$ cat config.mk
export PLATFORM = sky130hd
export DESIGN_NAME = lfsr_gen
export DESIGN_NICKNAME = d
export VERILOG_FILES = /design/src/rtl/lfsr_gen.sv
export SDC_FILE = /design/constraint.sdc
export NUM_CORES = 1
export LEC_CHECK = 0
export CAP_MARGIN = 25
export CORE_MARGIN = 5
export CORE_UTILIZATION = 55
export CTS_BUF_LIST = sky130_fd_sc_hd__clkbuf_4 sky130_fd_sc_hd__clkbuf_8
export DETAILED_ROUTE_END_ITERATION = 7
export PLACE_DENSITY = 0.78
export SYNTH_ARGS = -nofsm -noshare
export SYNTH_HDL_FRONTEND = slang
export SYNTH_SLANG_ARGS = --single-unit
export TNS_END_PERCENT = 10
$ cat constraint.sdc
create_clock -name clk -period 3.1 [get_ports clk]
set_clock_uncertainty 0.15 [all_clocks]
set_input_delay 0.62 -clock clk [delete_from_list [all_inputs] [get_ports clk]]
set_output_delay 0.62 -clock clk [all_outputs]
set_load 0.01 [all_outputs]
$ cat src/rtl/lfsr_gen.sv
// lfsr_gen: parametrised Fibonacci/Galois LFSR with multi-step advance,
// seed load, zero-lockup recovery and period tracking.
module lfsr_gen #(
  parameter int               NBITS = 16,
  parameter logic [NBITS-1:0] TAPS  = 16'hB400,
  parameter int               MODE  = 0,
  parameter logic [NBITS-1:0] SEED  = 16'hACE1,
  parameter int               STEPS = 1
) (
  input  logic             clk,
  input  logic             rst,
  input  logic             en,
  input  logic             load,
  input  logic [NBITS-1:0] load_data,
  output logic [NBITS-1:0] q,
  output logic             bit_out,
  output logic             lockup,
  output logic             wrap,
  output logic [NBITS-1:0] period
);

  if (NBITS < 3 || NBITS > 32) begin : g_bad_nbits
    $error("lfsr_gen: NBITS must be 3..32");
  end
  if (STEPS < 1 || STEPS > NBITS) begin : g_bad_steps
    $error("lfsr_gen: STEPS must be 1..NBITS");
  end
  if (SEED == '0) begin : g_bad_seed
    $error("lfsr_gen: SEED must be nonzero");
  end

  logic [1:0]       rsync;
  logic             rst_n;
  logic [NBITS-1:0] state;
  logic [NBITS-1:0] ref_st;
  logic [NBITS-1:0] cnt;
  logic [NBITS-1:0] adv;
  logic             adv_out;

  // reset asserts at once, releases two edges later in the clk domain
  always_ff @(posedge clk or negedge rst) begin
    if (!rst) rsync <= '0;
    else      rsync <= {rsync[0], 1'b1};
  end

  assign rst_n = rsync[1];

  // STEPS single-step shifts unrolled into one combinational advance
  always_comb begin
    logic [NBITS-1:0] s;
    logic             o;
    s = state;
    o = 1'b0;
    for (int i = 0; i < STEPS; i++) begin
      o = s[NBITS-1];
      if (MODE == 0)
        s = {s[NBITS-2:0], ^(s & TAPS)};
      else
        s = {s[NBITS-2:0], 1'b0} ^ (o ? TAPS : '0);
    end
    adv     = s;
    adv_out = o;
  end

  // state, reference, period counter and status pulses
  always_ff @(posedge clk or negedge rst_n) begin
    if (!rst_n) begin
      state   <= SEED;
      ref_st  <= SEED;
      cnt     <= '0;
      period  <= '0;
      bit_out <= 1'b0;
      lockup  <= 1'b0;
      wrap    <= 1'b0;
    end else begin
      lockup <= 1'b0;
      wrap   <= 1'b0;
      if (load) begin
        cnt <= '0;
        if (load_data != '0) begin
          state  <= load_data;
          ref_st <= load_data;
        end else begin
          state  <= SEED;
          ref_st <= SEED;
          lockup <= 1'b1;
        end
      end else if (en) begin
        state   <= adv;
        bit_out <= adv_out;
        if (adv == ref_st) begin
          wrap   <= 1'b1;
          period <= cnt + 1'b1;
          cnt    <= '0;
        end else begin
          cnt <= cnt + 1'b1;
        end
      end
    end
  end

  assign q = state;

endmodule

* After elaboration in Yosys (flattened, before gate mapping) *
Cells that the tools add are included.

storage, ports and cells
  register bits = 69
  output and inout port bits = 35
  logic and storage cells = 27

operators by class
  $add $sub $neg = 1
  equal/unequal tests = 1
  muxes and demuxes = 11
  bitwise logic cells = 1
  reductions and logical operators = 5

operator list
  operator                                        count
  two-way mux 16 bit                              6
  adder 16 x 1 -> 16 bit (second input constant)  1
  == test 16 bit                                  1
  nonzero test 16 bit                             1
  XOR reduction 16 bit                            1
  two-way mux 1 bit                               5
  AND reduction 3 bit                             1
  AND reduction 2 bit                             1
  nonzero test 2 bit                              1
  NOT 1 bit                                       1

* Logic depth before layout (Yosys ltp) *
Gate-level depths: netlist (run 1).

  depth after elaboration = 5
  gate-level depth with buffers = 7

* Worst setup path after synthesis (run 1) *
Ideal clock, no wire load.

  path type = input port to flip-flop
  start point = input load_data[9]
  end point = register state[5], in the netlist q[5]
  library setup time = 0.063 ns
  arrival = 1.801 ns
  required time = 2.887 ns
  slack = 1.086 ns
  stages on the path = 6
  path buffers = 2
  path through = nor4_1 nand4_1 or4_1 clkbuf_1 clkbuf_1 nand2_1

between the ends
  longest elaborated chain between the ends = 3

ends and longest elaborated chain
  item                    RTL line  RTL
  start: declaration      14        input logic [NBITS-1:0] load_data,
  nonzero test 16 bit     80        if (load_data != '0) begin
  two-way mux 16 bit      80
  two-way mux 16 bit      78        if (load) begin
  end signal: assignment  81        state <= load_data;
  end signal: assignment  89        state <= adv;
  end: declaration        34        logic [NBITS-1:0] state;

Every way passes these cells.
A chain may end at the register's enable or synchronous reset.

* Worst setup path after layout (run 1) *
  start point = input load_data[2]
  end point = register ref_st[10]

between the ends
  longest elaborated chain between the ends = 2

ends and longest elaborated chain
  item                    RTL line  RTL
  nonzero test 16 bit     80
  two-way mux 16 bit      80
  end signal: assignment  82        ref_st <= load_data;
  end: declaration        35        logic [NBITS-1:0] ref_st;

Every way passes these cells.

==> metrics.md, run 1 <==
| Metric | Value |
|---|---|
| WL final | `6670 um` |
| Post-Syn Area | `3260 um2` |
| Cell Chain, Critical Path | `clkdlybuf4s50_1 > nor4_1 > nand4_1 > or4_1 > buf_4 > nand2_1` |
| CTS buffer count | `9` |
| Avg Cell Area, Syn | `10.7 um2` |
| Syn Nets | `327` |
| Top_reg_cell synth | `dfrtp_1` |
| Slew Viols, Final | `0` |
| Cell count after synthesis | `306` |
| Total number of vias | `2,320` |
| Count of buffers from port buffering | `54` |
| Area Growth Syn to Fin | `24.4%` |
| Worst Max-Slew Pin Slew | `0.583 ns` |
| Largest net degree at the start of global routing | `50` |
| Starting DRT DRC Count | `85` |
| PwrDens | `499 nW/um2` |
| Layout cells sized above 1 | `14.9%` |
| Area contributors post-synth | `dfrtp_1, dfstp_2, o21ai_0` |
| EDFF count, synth | `0` |
| Worst-path clk slew | `0.07 ns` |
| Synth top cells by count | `dfrtp_1, o21ai_0, nand2_1` |
| Final Hold Fails | `0` |
| Die height | `87.0 um` |
| Rows | `28` |
| Vias in the first global route | `2,434` |
| Initial Util | `55.8%` |
| Grt peak-use layer | `met2` |
| Worst VDD drop | `0.000333 V` |
| P_leak | `1.91 nW` |
| Fin crit share | `76.8%` |
| Core Region | `5850 um2` |
| Period minus WS final | `2.38 ns` |
| Routed Antenna Nets | `0` |
| Worst hold margin | `0.117 ns` |
| Hold Buf Count CTS | `0` |
| Cell area after layout | `4060 um2` |
| CTS root buf | `clkbuf_8` |
| Area leader, netlist | `dfrtp_1` |
| Critical R2R Launch | `q[10]` |
| Ports | `55` |
| Critical path origin | `load_data[2]` |
| Crit Path Class | `in -> reg` |
| Die Area | `7580 um2` |
| Critical path startpoint category | `input port` |
| Post-synthesis sequential area ratio | `53.5%` |
| Clock latency on the worst-skew pair | `0.34 ns` |
| Status | `finished clean` |
| Met1 GRT Util | `24.6%` |
| CTS tree | `yes` |
| DRC viols | `0` |
| Area after DPL | `3870 um2` |
| Clk sink count | `69` |
| Slowest stage delay, CP | `0.58 ns` |
| Reg2reg path depth | `6` |
| Post-synth ARST share | `100%` |
| Critical Path RT | `3.23 ns` |
| Gr usage total | `19.4%` |
| Setup bufs post-CTS | `0` |
| CTS Buffer Depth | `2` |
| RSZ-0062 raised after global routing | `no` |
| Max Cap Viol | `0` |
| Setup tns final | `0 ns` |
| Final setup viols | `0` |
| Synth cell types | `35` |
| Synthesis Warnings | `0` |
| Detailed Place HPWL | `4920 um` |
| Global Route met3 Usage | `3.50%` |
| Crit path capture type | `flip-flop` |
| First-pass GRT wire length | `11,300 um` |
| Filler Cells Inserted | `460` |
| Met2 global-route usage | `32.7%` |
| Antenna violations before repair | `0` |
| Critical path peak fanout | `9` |
| Worst rel slew slack | `61.2%` |
| Share of the synthesized area in the top cell type | `40.6%` |
| Nets | `386` |
| F_max | `420 MHz` |
| Cts repair resizes | `0` |
| Diode count | `0` |
| Synth Register Bits | `69` |
| Worst EP arrival | `2.51 ns` |
| Count leader, synth | `dfrtp_1` |
| Grt ovf | `0` |
| Gp weighted congestion | `0.826` |
| Hold crit path type | `reg -> async` |
| CP max-delay cell | `or4_1` |
| DRT Pass-1 Iters | `4` |
| Vias/cell | `5.21` |
| CTS H-tree depth | `3` |
| WL/cell | `15.0 um` |
| Chip width | `87.0 um` |
## path summary, 6_finish.rpt
kind	slack (ns)	endpoint
worst max-delay path	0.72	ref_st[10]
worst min register to register	0.12	q[14]
max in group asynchronous	1.89	q[6]
worst max register to register	0.87	period[1]
min in group clk	0.21	rsync[1]
worst min-delay path	0.12	q[14]
## critical path, delay by kind of cell
kind                   cells  cell delay (ns)
AND/OR/NAND/NOR            4             1.23
buffers and inverters      2             0.66
## layout make-up
| class | instances | area [um2] | area share [%] |
|---|---|---|---|
| clock buffer | 11 | 139 | 3.42 |
| clock inverter | 5 | 52.6 | 1.29 |
| inverter | 25 | 93.8 | 2.31 |
| multi-input combinational | 199 | 1340 | 33.0 |
| sequential | 69 | 1750 | 43.1 |
| tap | 75 | 93.8 | 2.31 |
| timing repair buffer | 61 | 593 | 14.6 |
## per-layer routing
metal	routed length, um	up-vias
li1	-	1140
met3	298	11
met1	2880	1110
met2	3400	59
met5	0	-
met4	85	0
## stage by stage
step | std cells | util [%] | power, mW | worst slack (ns)
finish | 445 | 69.4 | 2.02 | 0.719
global route | 445 | 69.4 | 2.12 | 0.588
CTS | 445 | 69.4 | 2.04 | 0.695
detailed placement | 429 | 66.1 | 1.33 | 0.342
global placement | 429 | 66.1 | 1.32 | 0.367
floorplan | 306 | - | 1.19 | 0.914
## state kept, by name (all words and copies together) (netlist names)
| register | flops |
|---|---|
| ref_st | 16 |
| q | 16 |
| lockup | 1 |
| wrap | 1 |
| bit_out | 1 |
| cnt | 16 |
| period | 16 |
| rsync | 2 |
## power breakdown
group	internal [mW]	leakage [nW]	switching, mW
Clock	0.385	0.0999	0.327
Combinational	0.152	1.02	0.134
Sequential	0.967	0.795	0.0593
## placed cells by master (no fill, tap or decap), types with 2 or more instances in the layout
cell type	instances
dfstp_2	16
buf_4	7
xnor2_1	22
mux2i_1	21
mux2_4	2
nand3_1	7
and3_1	6
clkdlybuf4s50_1	54
dfrtp_1	52
o21ai_0	43
nand2_1	39
clkinv_2	3
nor2b_1	2
mux2_2	10
nand2b_1	9
inv_1	25
nand4_1	6
nor2_1	4
clkbuf_4	2
a22o_1	2
clkbuf_8	9
xor2_1	11
nor4_1	3
## logic make-up after synthesis
group / after synthesis / share of synthesized area [%]
AOI/OAI and AO/OA: 50 / 8.32
xor gates and xnor gates: 33 / 8.85
adders and majority gates: 1 / 0.383
buffers and inverters: 38 / 5.44
DFF: 69 / 53.5
muxes: 33 / 10.8
other: 1 / 0.115
and+or+nand+nor: 81 / 12.6
(Power assumes the default switching activity.)
==> inputs of run 2 (changes only) <==
CORE_UTILIZATION = 50   (was 55)
PLACE_DENSITY = 0.75   (was 0.78)
clock period = 1.94 ns   (was 3.1 ns; I/O delays follow)
==> run 2 against run 1 <==
Effect of this change: the flow now finishes with violations (setup timing); sequential share of layout area down 3.5 points; register-to-register slack worse by 0.87 ns; setup slack worse by 0.72 ns; cell count up 8.1%; utilization up 0.18 points; critical path depth up 1; routed wire length up 12%; sequential cell count unchanged; clock power up 66%; final area up 8.8%; critical path type is now reg -> reg; largest cell class unchanged.
==> metrics.md, run 2 (synthesis gave the netlist of run 1 again) <==
| Metric | Value |
|---|---|
| Fin util | `69.6% (was 69.4%)` |
| Vias in the first global route | `2,576 (was 2,434)` |
| Starting DRT DRC Count | `100 (was 85)` |
| Nets | `420 (was 386)` |
| Grt ovf | `0 (unchanged)` |
| Largest net degree at the start of global routing | `68 (was 50)` |
| Hold crit path type | `in -> async (was reg -> async)` |
| Critical path peak fanout | `13 (was 9)` |
| Max Cap Viol | `0 (unchanged)` |
| Critical Path RT | `2.00 ns (was 3.23 ns)` |
| Failing checks | `setup timing` |
| CTS tree | `yes (unchanged)` |
| Switch Pwr | `0.878 mW (was 0.519 mW)` |
| DRT Pass-1 Iters | `4 (unchanged)` |
| P_leak | `2.18 nW (was 1.91 nW)` |
| Area Growth Syn to Fin | `35.3% (was 24.4%)` |
| Non-filler cells, final | `481 (was 445)` |
| Count of buffers from port buffering | `54 (unchanged)` |
| CTS H-tree depth | `3 (unchanged)` |
| Combinational Power Share | `17.7% (was 14.1%)` |
| Clock latency on the worst-skew pair | `0.34 ns (about the same)` |
| Final setup viols | `1 (was 0)` |
| Hold Buf Count CTS | `0 (unchanged)` |
| Clk sink count | `69 (unchanged)` |
| Core Region | `6350 um2 (was 5850 um2)` |
| RSZ-0062 raised after global routing | `yes (was no)` |
| Most common cell after layout, fill and taps aside | `dfrtp_1 (was clkdlybuf4s50_1)` |
| Sequential share of power | `47.6% (was 50.7%)` |
| Crit Path Class | `reg -> reg (was in -> reg)` |
| DRC viols | `0 (unchanged)` |
| Period minus WS final | `1.94 ns` |
| Worst hold margin | `0.0620 ns (was 0.117 ns)` |
| Antenna violations before repair | `0 (unchanged)` |
| CTS root buf | `clkbuf_8 (unchanged)` |
| Detailed Place HPWL | `5430 um (was 4920 um)` |
| F_max | `515 MHz` |
| Ports | `55 (unchanged)` |
| Total number of vias | `2,523 (was 2,320)` |
| Routed Antenna Nets | `0 (unchanged)` |
| Commonest cells after routing, fill and taps aside | `dfrtp_1, nand2_1, clkdlybuf4s50_1 (was clkdlybuf4s50_1, dfrtp_1, o21ai_0)` |
| Final worst setup slack | `-0.000780 ns (was 0.719 ns)` |
| WL final | `7450 um (was 6670 um)` |
| Gr usage total | `18.2% (was 19.4%)` |
| Die Area | `8240 um2 (was 7580 um2)` |
| Worst VDD drop | `0.000434 V (was 0.000333 V)` |
| Status | `complete, but fails checks (was finished clean)` |
| Diode count | `0 (unchanged)` |
| Chip width | `90.8 um (was 87.0 um)` |
| Final Hold Fails | `0 (unchanged)` |
| Critical path startpoint category | `flip-flop (was input port)` |
| Initial Util | `51.4% (was 55.8%)` |
| Internal | `2.52 mW (was 1.51 mW)` |
| Post-Place Cells | `464 (was 429)` |
| Fin crit share | `100%` |
| First-pass GRT wire length | `12,100 um (was 11,300 um)` |
| CTS buffer count | `9 (unchanged)` |
| Vias/cell | `5.25 (was 5.21)` |
| CTS Buffer Depth | `2 (unchanged)` |
| Switching part of the total | `25.8% (was 25.7%)` |
| Worst-path clk slew | `0.07 ns (about the same)` |
| Die height | `90.8 um (was 87.0 um)` |
| Gp weighted congestion | `0.799 (was 0.826)` |
| Crit path capture type | `flip-flop (unchanged)` |
| WL/cell | `15.5 um (was 15.0 um)` |
| Clock group share of total power | `34.7% (was 35.2%)` |
| PwrDens | `769 nW/um2 (was 499 nW/um2)` |
| Rows | `29 (was 28)` |
| Worst EP arrival | `2.00 ns (was 2.51 ns)` |
| Pre-CTS WS | `-0.429 ns (was 0.342 ns)` |
| Layout cells sized above 1 | `24.3% (was 14.9%)` |
| Slew Viols, Final | `0 (unchanged)` |
run 2: changes by cell type in the layout (fill, tap and decap cells not counted), moves of 6 or more:
cell,delta
buf_4,+30
clkdlybuf4s50_1,-16
dlygate4sd2_1,+10
dlymetal6s2s_1,+6
o21ai_0,-9
o21ai_1,+9
run 2: per-layer routing:
layer	share of wire, %	vias to the layer above	global-route usage [%]	routed length (um)
met5	0	-	0	0
met4	1.9	0	6.48	140
met3	4.5	14	4.92	337
met2	49	68	29.8	3670
met1	44	1227	23.2	3290
li1	-	1214	-	-
run 2: power groups by stage:
stage	clock [mW]	sequential (mW)	combinational, mW
after floorplan	0	1.68	0.234
after global placement	0	1.63	0.570
after detailed placement	0	1.64	0.582
after CTS	1.20	1.61	0.573
after global routing	1.26	1.62	0.655
final	1.18	1.62	0.601
run 2: cell type report:
cell class,count,area [um2]
multi-input cells,199,1400
inverters,25,93.8
clock buffers,12,153
fillers,466,1930
flip-flops and latches,69,1750
well taps,77,96.3
repair buffers,95,883
clock inverters,4,47.5
run 2: metrics by stage:
stage / total power [mW] / TNS [ns] / instance area, um2
global placement: 2.20 / -12.93 / 4130
detailed placement: 2.22 / -12.02 / 4130
finish: 3.40 / -0.000780 / 4420
floorplan: 1.91 / -0.0562 / 3270
CTS: 3.38 / -0.487 / 4360
global route: 3.54 / -1.46 / 4420
run 2: path summary, 6_finish.rpt:
check | start | to | slack (ns) | depth (start not counted)
setup / recovery | q[13] | period[12] | -0.0008 | 7
hold / removal | rst | rsync[0] | 0.06 | 1
max in group asynchronous | rsync[1] | ref_st[10] | 1.20 | 1
min in group clk | rsync[0] | rsync[1] | 0.21 | 0
hold reg to reg | rsync[1] | cnt[14] | 0.14 | 1
setup reg to reg | q[13] | period[12] | -0.0008 | 7
run 2: timing repair:
action / in CTS / in global routing
setup buffers: 0 / 1
pin swaps: 3 / 5
endpoints found under the setup margin: 56 / 53
hold endpoints to repair: 0 / 0
gates resized for setup: 21 / 19
run 2: critical path, stage by stage (launching register included):
cell	delay (ns)
dfstp_2	0.56
xnor2_1	0.17
nand4_1	0.18
nor2_1	0.20
nand4b_1	0.13
buf_6	0.16
buf_12	0.15
mux2i_1	0.12
==> inputs of run 3 (changes only) <==
CORE_UTILIZATION = 40   (was 50)
GPL_ROUTABILITY_DRIVEN = 0   (was not set)
PLACE_DENSITY = 0.59   (was 0.75)
clock period = 1.8 ns   (was 1.94 ns; I/O delays follow)
==> run 3 against run 2 <==
Effect of this change: critical path type unchanged; setup slack worse by 0.19 ns; non-clock buffer count is 7 higher; final area is 3.1% higher; the run still ends with setup timing left; sequential cell count stayed put; worst hold slack worse by 0.033 ns.
==> metrics.md, run 3 (synthesis gave the netlist of run 1 again) <==
| Metric | Value |
|---|---|
| Hold crit path type | `in -> async (unchanged)` |
| DRT Pass-1 Iters | `4 (unchanged)` |
| Crit path capture type | `flip-flop (unchanged)` |
| Crit Path Class | `reg -> reg (unchanged)` |
| CTS Buffer Depth | `2 (unchanged)` |
| Count of buffers from port buffering | `54 (unchanged)` |
| Filler Cells Inserted | `752 (was 466)` |
| Slew Viols, Final | `0 (unchanged)` |
| Setup tns final | `-3.66 ns (was -0.000780 ns)` |
| Clock group share of total power | `38.9% (was 34.7%)` |
| Layout cells sized above 1 | `26.8% (was 24.3%)` |
| Critical path peak fanout | `5 (was 13)` |
| Total power | `3.91 mW (was 3.40 mW)` |
| Worst path top cell family by delay | `flip-flops (unchanged)` |
| Initial Util | `40.3% (was 51.4%)` |
| Gr usage total | `16.4% (was 18.2%)` |
| Critical path startpoint category | `flip-flop (unchanged)` |
| Detailed Place HPWL | `5530 um (was 5430 um)` |
| Routed Antenna Nets | `0 (unchanged)` |
| CTS root buf | `clkbuf_8 (unchanged)` |
| Fin crit share | `110% (was 100%)` |
| Vias/cell | `4.79 (was 5.25)` |
| Final worst setup slack | `-0.188 ns (was -0.000780 ns)` |
| CTS H-tree depth | `3 (unchanged)` |
| Reg2reg path depth | `6 (was 7)` |
| Internal | `2.95 mW (was 2.52 mW)` |
| Commonest cells after routing, fill and taps aside | `dfrtp_1, buf_4, nand2_1 (was dfrtp_1, nand2_1, clkdlybuf4s50_1)` |
| Die height | `100 um (was 90.8 um)` |
| Worst EP arrival | `2.06 ns (was 2.00 ns)` |
| Combinational Power Share | `16.7% (was 17.7%)` |
| Clk sink count | `69 (unchanged)` |
| WL final | `7460 um (was 7450 um)` |
| Bufs and invs on worst path | `1 (was 2)` |
| P_leak | `2.23 nW (was 2.18 nW)` |
| Switching part of the total | `24.6% (was 25.8%)` |
| Most common cell after layout, fill and taps aside | `dfrtp_1 (unchanged)` |
| Chip width | `100 um (was 90.8 um)` |
| First-pass GRT wire length | `13,000 um (was 12,100 um)` |
| Worst VDD drop | `0.000369 V (was 0.000434 V)` |
| Sequential share of power | `44.4% (was 47.6%)` |
| DRC viols | `0 (unchanged)` |
| Diode count | `0 (unchanged)` |
| Final Hold Fails | `0 (unchanged)` |
| Nets | `427 (was 420)` |
| Failing checks | `setup timing (unchanged)` |
| Starting DRT DRC Count | `73 (was 100)` |
| Final setup viols | `33 (was 1)` |
| Stages on the worst setup path | `6 (was 7)` |
| Slowest stage delay, CP | `0.59 ns (was 0.56 ns)` |
| Worst-path clk slew | `0.07 ns (about the same)` |
| Cell Chain, Critical Path | `xnor2_2 > nand4_1 > nor4_4 > nand4b_1 > buf_6 > mux2_4 (was xnor2_1 > nand4_1 > nor2_1 > nand4b_1 > buf_6 > buf_12 > mux2i_1)` |
| Grt ovf | `0 (unchanged)` |
| Max Cap Viol | `0 (unchanged)` |
| Rows | `33 (was 29)` |
| F_max | `503 MHz (was 515 MHz)` |
| CTS tree | `yes (unchanged)` |
| PwrDens | `859 nW/um2 (was 769 nW/um2)` |
| Ports | `55 (unchanged)` |
| CP max-delay cell | `dfstp_2 (unchanged)` |
| Period minus WS final | `1.99 ns (was 1.94 ns)` |
| Die Area | `10,100 um2 (was 8240 um2)` |
| RSZ-0062 raised after global routing | `yes (unchanged)` |
| Status | `complete, but fails checks (unchanged)` |
| CTS buffer count | `9 (unchanged)` |
| Total number of vias | `2,473 (was 2,523)` |
| Critical Path RT | `1.87 ns (was 2.00 ns)` |
| Area Growth Syn to Fin | `39.6% (was 35.3%)` |
| Largest net degree at the start of global routing | `68 (unchanged)` |
| WL/cell | `14.5 um (was 15.5 um)` |
| Antenna violations before repair | `0 (unchanged)` |
| Vias in the first global route | `2,661 (was 2,576)` |
| Core Region | `8090 um2 (was 6350 um2)` |
| Switch Pwr | `0.962 mW (was 0.878 mW)` |
| Clock latency on the worst-skew pair | `0.34 ns (about the same)` |
==> run 3: final timing paths <==
check / to / startpoint / slack (ns)
min in group clk: rsync[1] / rsync[0] / 0.20
worst min register to register: period[14] / rsync[1] / 0.13
worst max-delay path: period[1] / q[10] / -0.19
worst min-delay path: rsync[0] / rst / 0.03
max in group asynchronous: q[7] / rsync[1] / 1.04
worst max register to register: period[1] / q[10] / -0.19
==> run 3: per-layer routing <==
layer  global-route usage (%)  routed length, um  up-vias
met4                     5.60                108        0
met3                     3.20                304       10
met1                     21.8               3410     1184
met2                     26.7               3640       51
li1                         -                  -     1228
met5                        0                  0        -
==> run 3: cell type report <==
cell class / instances / area [um2] / area share (%)
Multi-Input combinational cell: 199 / 1420 / 31.2
Clock buffer: 10 / 131 / 2.88
Inverter: 25 / 93.8 / 2.06
Tap cell: 105 / 131 / 2.88
Timing Repair Buffer: 102 / 917 / 20.1
Clock inverter: 6 / 111 / 2.44
Sequential cell: 69 / 1750 / 38.4
==> run 3: repair_timing <==
item,in CTS,in global routing
pin swaps,11,8
buffers inserted,1,0
hold buffers,0,0
gates resized for setup,42,26
setup endpoints to repair,66,55
==> run 3: per-stage QoR <==
stage	cells	hold slack [ns]	setup WS, ns	cell area (um2)	utilization, %
2_1_floorplan	306	-0.0856	-0.168	3270	-
3_3_place_gp	499	0.150	-0.614	4220	52.1
3_5_place_dp	499	0.149	-0.690	4220	52.1
4_1_cts	516	0.0124	-0.240	4500	55.6
5_1_grt	516	0.0288	-0.317	4560	56.3
6_report	516	0.0294	-0.188	4560	56.3
==> run 3: power groups by stage <==
stage / Combinational (mW) / Sequential [mW] / Clock, mW
3_5_place_dp: 0.658 / 1.76 / 0
6_report: 0.654 / 1.74 / 1.52
2_1_floorplan: 0.252 / 1.81 / 0
5_1_grt: 0.728 / 1.75 / 1.63
3_3_place_gp: 0.656 / 1.76 / 0
4_1_cts: 0.639 / 1.73 / 1.57
